File: src/rtl/line_transfer_engine.sv
`timescale 1ns/1ps
`default_nettype none
// ============================================================================
// Module      : line_transfer_engine
// Description : AXI4 master moving one cache line per request as a single
//               INCR burst (write-back from, or fill into, the data array).
// Revision    : 1.0 - initial release
// ============================================================================
module line_transfer_engine #(
  parameter int ADDR_SIZE  = 32,
  parameter int BLOCK_SIZE = 6,
  parameter int DATA_WIDTH = 32,
  localparam int BEATS  = ((2 ** BLOCK_SIZE) * 8) / DATA_WIDTH,
  localparam int BEAT_W = (BEATS > 1) ? $clog2(BEATS) : 1
) (
  input  logic                      clk,
  input  logic                      rst,
  // controller request / completion
  input  logic                      req_valid,
  output logic                      req_ready,
  input  logic                      req_write,
  input  logic [ADDR_SIZE-1:0]      req_addr,
  output logic                      done,
  output logic                      err,
  // data array line port
  output logic [BEAT_W-1:0]         line_idx,
  input  logic [DATA_WIDTH-1:0]     line_rdata,
  output logic                      fill_we,
  output logic [BEAT_W-1:0]         fill_idx,
  output logic [DATA_WIDTH-1:0]     fill_data,
  // AXI write address channel
  output logic [ADDR_SIZE-1:0]      awaddr,
  output logic [7:0]                awlen,
  output logic [2:0]                awsize,
  output logic [1:0]                awburst,
  output logic                      awvalid,
  input  logic                      awready,
  // AXI write data channel
  output logic [DATA_WIDTH-1:0]     wdata,
  output logic [DATA_WIDTH/8-1:0]   wstrb,
  output logic                      wlast,
  output logic                      wvalid,
  input  logic                      wready,
  // AXI write response channel
  input  logic [1:0]                bresp,
  input  logic                      bvalid,
  output logic                      bready,
  // AXI read address channel
  output logic [ADDR_SIZE-1:0]      araddr,
  output logic [7:0]                arlen,
  output logic [2:0]                arsize,
  output logic [1:0]                arburst,
  output logic                      arvalid,
  input  logic                      arready,
  // AXI read data channel
  input  logic [DATA_WIDTH-1:0]     rdata,
  input  logic [1:0]                rresp,
  input  logic                      rlast,
  input  logic                      rvalid,
  output logic                      rready
);

  localparam logic [7:0]        AXI_LEN   = 8'(BEATS - 1);
  localparam logic [2:0]        AXI_SIZE  = 3'($clog2(DATA_WIDTH / 8));
  localparam logic [1:0]        AXI_INCR  = 2'b01;
  localparam logic [BEAT_W-1:0] LAST_BEAT = BEAT_W'(BEATS - 1);

  typedef enum logic [2:0] {
    ST_IDLE = 3'd0,
    ST_AW   = 3'd1,
    ST_W    = 3'd2,
    ST_B    = 3'd3,
    ST_AR   = 3'd4,
    ST_R    = 3'd5,
    ST_DONE = 3'd6
  } state_t;

  state_t                state_q, state_d;
  logic [ADDR_SIZE-1:0]  addr_q,  addr_d;
  logic [BEAT_W-1:0]     cnt_q,   cnt_d;
  logic                  err_q,   err_d;
  // set once a read beat has arrived past the end of the line without rlast
  logic                  over_q,  over_d;
  logic                  last_beat;

  // response bit 0 only separates OKAY/EXOKAY and SLVERR/DECERR
  logic unused_bits;
  assign unused_bits = ^{bresp[0], rresp[0], req_addr[BLOCK_SIZE-1:0]};

  assign last_beat = (cnt_q == LAST_BEAT);

  always_ff @(posedge clk or posedge rst) begin
    if (rst) begin
      state_q <= ST_IDLE;
      addr_q  <= '0;
      cnt_q   <= '0;
      err_q   <= 1'b0;
      over_q  <= 1'b0;
    end else begin
      state_q <= state_d;
      addr_q  <= addr_d;
      cnt_q   <= cnt_d;
      err_q   <= err_d;
      over_q  <= over_d;
    end
  end

  always_comb begin
    state_d   = state_q;
    addr_d    = addr_q;
    cnt_d     = cnt_q;
    err_d     = err_q;
    over_d    = over_q;
    req_ready = 1'b0;
    awvalid   = 1'b0;
    wvalid    = 1'b0;
    wlast     = 1'b0;
    bready    = 1'b0;
    arvalid   = 1'b0;
    rready    = 1'b0;
    fill_we   = 1'b0;
    done      = 1'b0;
    err       = 1'b0;

    case (state_q)
      ST_IDLE: begin
        req_ready = ~rst;
        if (req_valid) begin
          addr_d  = {req_addr[ADDR_SIZE-1:BLOCK_SIZE], {BLOCK_SIZE{1'b0}}};
          cnt_d   = '0;
          err_d   = 1'b0;
          over_d  = 1'b0;
          state_d = req_write ? ST_AW : ST_AR;
        end
      end

      ST_AW: begin
        awvalid = 1'b1;
        if (awready) state_d = ST_W;
      end

      ST_W: begin
        wvalid = 1'b1;
        wlast  = last_beat;
        if (wready) begin
          cnt_d = cnt_q + BEAT_W'(1);
          if (last_beat) state_d = ST_B;
        end
      end

      ST_B: begin
        bready = 1'b1;
        if (bvalid) begin
          if (bresp[1]) err_d = 1'b1;
          state_d = ST_DONE;
        end
      end

      ST_AR: begin
        arvalid = 1'b1;
        if (arready) state_d = ST_R;
      end

      ST_R: begin
        rready  = 1'b1;
        fill_we = rvalid & ~over_q;
        if (rvalid) begin
          if (rresp[1]) err_d = 1'b1;
          if (rlast) begin
            if (over_q || !last_beat) err_d = 1'b1;
            state_d = ST_DONE;
          end else begin
            // a missing rlast on the final beat is an error; keep draining
            if (over_q || last_beat) begin
              err_d  = 1'b1;
              over_d = 1'b1;
            end
            if (!over_q) cnt_d = cnt_q + BEAT_W'(1);
          end
        end
      end

      ST_DONE: begin
        done    = 1'b1;
        err     = err_q;
        state_d = ST_IDLE;
      end

      default: state_d = ST_IDLE;
    endcase
  end

  assign awaddr    = addr_q;
  assign awlen     = AXI_LEN;
  assign awsize    = AXI_SIZE;
  assign awburst   = AXI_INCR;
  assign araddr    = addr_q;
  assign arlen     = AXI_LEN;
  assign arsize    = AXI_SIZE;
  assign arburst   = AXI_INCR;
  assign line_idx  = cnt_q;
  assign wdata     = line_rdata;
  assign wstrb     = '1;
  assign fill_idx  = cnt_q;
  assign fill_data = rdata;

endmodule
`default_nettype wire
File: config.mk
export PLATFORM = sky130hd
export DESIGN_NAME = line_transfer_engine
export DESIGN_NICKNAME = d
export VERILOG_FILES = /design/src/rtl/line_transfer_engine.sv
export SDC_FILE = /design/constraint.sdc
export NUM_CORES = 1
export LEC_CHECK = 0
export ABC_CLOCK_PERIOD_IN_PS = 3580
export CORE_AREA = 2 2 112 114
export CTS_CLUSTER_SIZE = 16
export DETAILED_ROUTE_END_ITERATION = 12
export DIE_AREA = 0 0 114 116
export PLACE_DENSITY = 0.7
export SETUP_SLACK_MARGIN = 0.1
export SYNTH_ARGS = -nofsm -noshare
export SYNTH_HDL_FRONTEND = slang
export SYNTH_SLANG_ARGS = --single-unit
File: constraint.sdc
create_clock -name clk -period 3.58 [get_ports clk]
set_input_delay 0.716 -clock clk [delete_from_list [all_inputs] [get_ports clk]]
set_output_delay 0.716 -clock clk [all_outputs]
set_load 0.02 [all_outputs]
-- Word level (Yosys, flattened, before mapping)
Index checks and enable logic that the tools add are counted.
W data, S select, Z words.
- $mul: 0
- reductions and logical operators: 12
- shifts and indexed selects: 0
- div/mod/pow operators: 0
- equality and inequality tests: 19
- mux-type cells: 39
- bitwise gates (word level): 3
- magnitude comparators: 0
- $add $sub $neg: 1
- operators with widths (kind ; number):
    $mux W3 ; 9
    $ne A2 B2 Y1 const B ; 12
    $mux W1 ; 21
    $mux W4 ; 5
    $pmux W3 S6 ; 1
    $pmux W4 S3 ; 1
    $reduce_and A5 Y1 ; 2
    $eq A3 B3 Y1 const B ; 3
    $reduce_and A8 Y1 ; 1
    $eq A3 B2 Y1 const B ; 2
    $reduce_and A6 Y1 ; 1
    $reduce_bool A3 Y1 ; 2
    $add A4 B1 Y4 const B ; 1
    $eq A4 B4 Y1 const B ; 1
    $eq A3 B1 Y1 const B ; 1
    $logic_not A3 Y1 ; 1
    $pmux W1 S3 ; 1
    $logic_or A1 B1 Y1 ; 2
    $not A1 Y1 ; 2
    $pmux W1 S2 ; 1
    $reduce_and A2 Y1 ; 1
    $reduce_bool A2 Y1 ; 1
    $and A1 B1 Y1 ; 1
    $logic_not A1 Y1 ; 1
- flip-flop bits (word level): 35
- bits in latches: 0
- bits of input ports: 110
- word-level logic and storage cells: 79
- memory bits (read-only): 0
- memories: 0
- memory bits (writable): 0
- output and inout port bits: 176

-- Logic depth before layout (Yosys ltp)
- depth after elaboration: 7
- depth in mapped cells: 6
- gate-level depth less buffers: 5

-- Least setup slack after synthesis
Ideal clock, no wire load.
- path type: register -> output
- start point: register state_q[0]
- end point: output port req_ready
- buffers on the path: 2
- slack: 1.494 ns
- stages on the path, launching flop included: 4
- arrival: 1.370 ns
- required time: 2.864 ns
- cells stage by stage: dfrtp_1 -> buf_6 -> buf_2 -> nor4_1
- cells in the longest elaborated chain, start to end: 2
- ends and longest elaborated chain (what ; RTL line ; RTL):
    start, declared ; 78 ; state_t state_q, state_d;
    start signal, assigned ; 100 ; state_q <= state_d;
    $logic_not A3 Y1 ; 125 ; case (state_q)
    $mux W1 ; 125 ;
    end, declared ; 20 ; output logic req_ready,
Every way passes these cells.

-- Worst setup path in the final report
- start point: input port rvalid
- end point: output port fill_we
- cells in the longest elaborated chain, start to end: 2
- ends and longest elaborated chain (what ; RTL line ; RTL):
    start, declared ; 59 ; input logic rvalid,
    $and A1 B1 Y1 ; 166 ; fill_we = rvalid & ~over_q;
    $mux W1 ; 125 ;
    end, declared ; 28 ; output logic fill_we,
Every way passes these cells.

==> key figures <==
Run status
  – Status: finished clean

Die
  – Die ar.: 13200 µm²
  – I/O pin cnt: 286
  – Die width: 114 µm
  – Starting Density: 23.4%
  – Rows: 40
  – Die Y: 116 µm
  – Core Area: 11900 µm²

GRT
  – Vias in the first global route: 1603
  – Total track usage: 8.34%
  – GR Util met1: 8.58%
  – Met2 Resource Use GR: 14.7%
  – Antenna violations before repair: 0
  – Met3 Usage GRT: 2.98%
  – First-pass GRT wire length: 8530 µm
  – Grt total ovfl: 0
  – Largest net degree at the start of global routing: 36
  – Most used routing layer: met2

STA
  – Tcrit/Tclk final: 82.4%
  – Final setup fails: 0
  – Final Hold Viols: 0
  – RSZ-0062 raised after global routing: no
  – Post-layout min period: 2.95 ns
  – Rel. slew slack: 61.6%
  – Tightest Pin Transition: 0.576 ns
  – Setup Skew: 0.00560 ns
  – Slew Limit Fails: 0
  – Final TNS setup: 0 ns
  – Max Fclk: 0.339 GHz

Yosys
  – Post-synthesis async set-or-reset flop share: 100%
  – Post-synthesis cell type with the largest combined area: buf_4
  – Top-area cell type share of the netlist area: 36.9%
  – Primary FF master, synth: dfrtp_1
  – Post-Syn Instances: 274
  – Syn. warnings: 0
  – Most common cell in the synthesized netlist: buf_4
  – Post-synthesis average cell area: 10.2 µm²
  – Ranking of synthesized cells by area: buf_4 (37%), dfrtp_1 (31%), mux2_4 (9.7%)
  – EDFF count, synth: 0
  – Sequential cell area fraction in the yosys report: 31.4%
  – Number of unique standard cell types used by synthesis: 41
  – Cell area after synthesis: 2790 µm²
  – #FFs+latches synth: 35
  – Commonest cells post-synth: buf_4 (137), dfrtp_1 (35), mux2_4 (18), mux2_2 (9), o21ai_0 (9)

Routing
  – Via Count: 1680
  – DRC viols: 0
  – Routed Wire Length: 5870 µm
  – Via density: 3.87
  – WL/cell: 13.5 µm
  – Antenna Nets Post-Route: 0
  – DR pass1 iterations: 2
  – First DRT Iteration DRCs: 30

Clocking
  – Clock Tree Buf Depth: 2
  – Sink Count: 35
  – Hold-fix buffers, CTS: 0
  – Worst-path clk slew: 0.05 ns
  – Clk_lat worst skew: 0.28 ns
  – Num CTS Buffers: 5
  – Root Driver: clkbuf_16
  – # H-tree levels: 2
  – TritonCTS clock tree: done
  – Postcts setup bufs: 0
  – Post-cts resize count: 0

Setup path
  – Crit-path max cell delay: 0.62 ns
  – CP endpoint kind: output pin
  – CP Cell Sequence: clkdlybuf4s50_1 > nand4b_1 > nor2_1 > clkdlybuf4s50_1
  – Data arrival, critical path: 2.23 ns
  – Crit-path slowest cell: clkdlybuf4s50_1
  – Worst r2r src: state_q[0]
  – Crit path launch type: input pin
  – Register-to-register setup slack: 1.64 ns
  – WS Path Type: in2out
  – Delay-heaviest family, CP: buffers and inverters
  – Worst path most repeated cell: clkdlybuf4s50_1
  – Worst Path Required: 2.86 ns
  – Path depth of the worst reg2reg path: 3
  – Worst path buffer plus inverter count: 2
  – FF-to-FF End: araddr[28]
  – Critical-path maximum fanout: 4

Cells and area
  – Fillers: 1271
  – Design area: 3260 µm²
  – Fraction of layout cells with a size suffix above 1: 15.3%
  – Reg area: 876 µm²
  – # diodes: 0
  – Area grow syn2layout: 16.9%
  – Nets: 398
  – Finished Layout Cells: 434
  – Area of the multi-input gates: 948 µm²

Pwr
  – Worst vdd ir: 0.270 mV
  – PD cells: 925 nW/µm²
  – Static Leak: 1.39 nW

Flow run
  – Max-Cap Viols: 0

Min path
  – Worst Hold Path EP: err_q
  – Worst min path class: reg2reg
  – Worst Hold Launch: err_q
  – Hold Crit Depth: 1

Placed design
  – Final GP Congestion: 0.777
  – Placed insts: 427
  – Post-DP HPWL: 4470 µm
  – Port bufs: 107
  – Dpl cell area: 3110 µm²
where the power goes:
| group | leakage, nW | switching [mW] | internal (mW) |
|---|---|---|---|
| clock | 0.0727 | 0.161 | 0.272 |
| combinational | 0.893 | 0.836 | 0.943 |
| sequential | 0.427 | 0.220 | 0.580 |
| total | 1.39 | 1.22 | 1.79 |
how the worst max path moves through the flow:
stage	start	endpoint	cells after the start	slack [ns]
floorplan	state_q[0]	req_ready	3	1.49
global placement	rvalid	fill_we	4	0.66
detailed placement	rvalid	fill_we	4	0.63
CTS	rvalid	fill_we	4	0.63
global route	rvalid	fill_we	4	0.56
finish	rvalid	fill_we	4	0.63
layout by cell type (no fill, tap or decap), types with 2 or more instances in the layout:
cell type / synthesis / layout
conb_1: 2 / 42
clkdlybuf4s50_1: 0 / 107
mux2_2: 9 / 9
nor2_1: 6 / 6
a31oi_1: 2 / 2
buf_4: 137 / 2
mux2_4: 18 / 18
nor3b_1: 2 / 2
nor3_1: 2 / 2
nand3_1: 2 / 2
inv_1: 5 / 4
nand2_1: 7 / 7
mux2i_1: 2 / 2
a21oi_1: 5 / 5
clkbuf_16: 0 / 5
dfrtp_1: 35 / 35
nand2b_1: 2 / 2
o21ai_0: 9 / 9
and2_1: 2 / 2
per-stage QoR:
step	hold slack (ns)	power [mW]	util (%)	setup slack, ns
after global routing	0.556	3.19	27.3	0.556
after CTS	0.519	3.06	27.3	0.626
after floorplan	0.471	2.14	-	1.49
final	0.511	3.01	27.3	0.631
after global placement	0.511	2.57	26.1	0.659
after detailed placement	0.507	2.60	26.1	0.635
cell families (layout without fill, tap and decap cells):
family | count (synthesis) | after routing | synth area share [%]
adder cells (fa/ha/maj) | 1 | 1 | 0.449
AND/OR/NAND/NOR | 35 | 35 | 7.73
buffers and inverters | 148 | 121 | 40.2
AO/OA/AOI/OAI | 24 | 24 | 5.84
other | 2 | 42 | 0.270
flip-flops | 35 | 35 | 31.4
multiplexers | 29 | 29 | 14.1
layer usage:
layer	part of all wire (%)	vias to the layer above
li1	-	743
met1	36	782
met2	50	119
met3	10	36
met4	4.0	0
met5	0	-
sequential cells by signal, summed over array words and instances, names as in the netlist:
register  cells
fill_idx      4
over_q        1
err_q         1
araddr       26
state_q       3
final cells by class:
type                            instances  area share, %
Clock inverter                          1          0.154
Multi-Input combinational cell        131           29.1
Tap cell                              147           5.65
Clock buffer                            6           4.26
Sequential cell                        35           26.9
Timing Repair Buffer                  109           33.3
Inverter                                5          0.576
(Power assumes the default switching activity.)
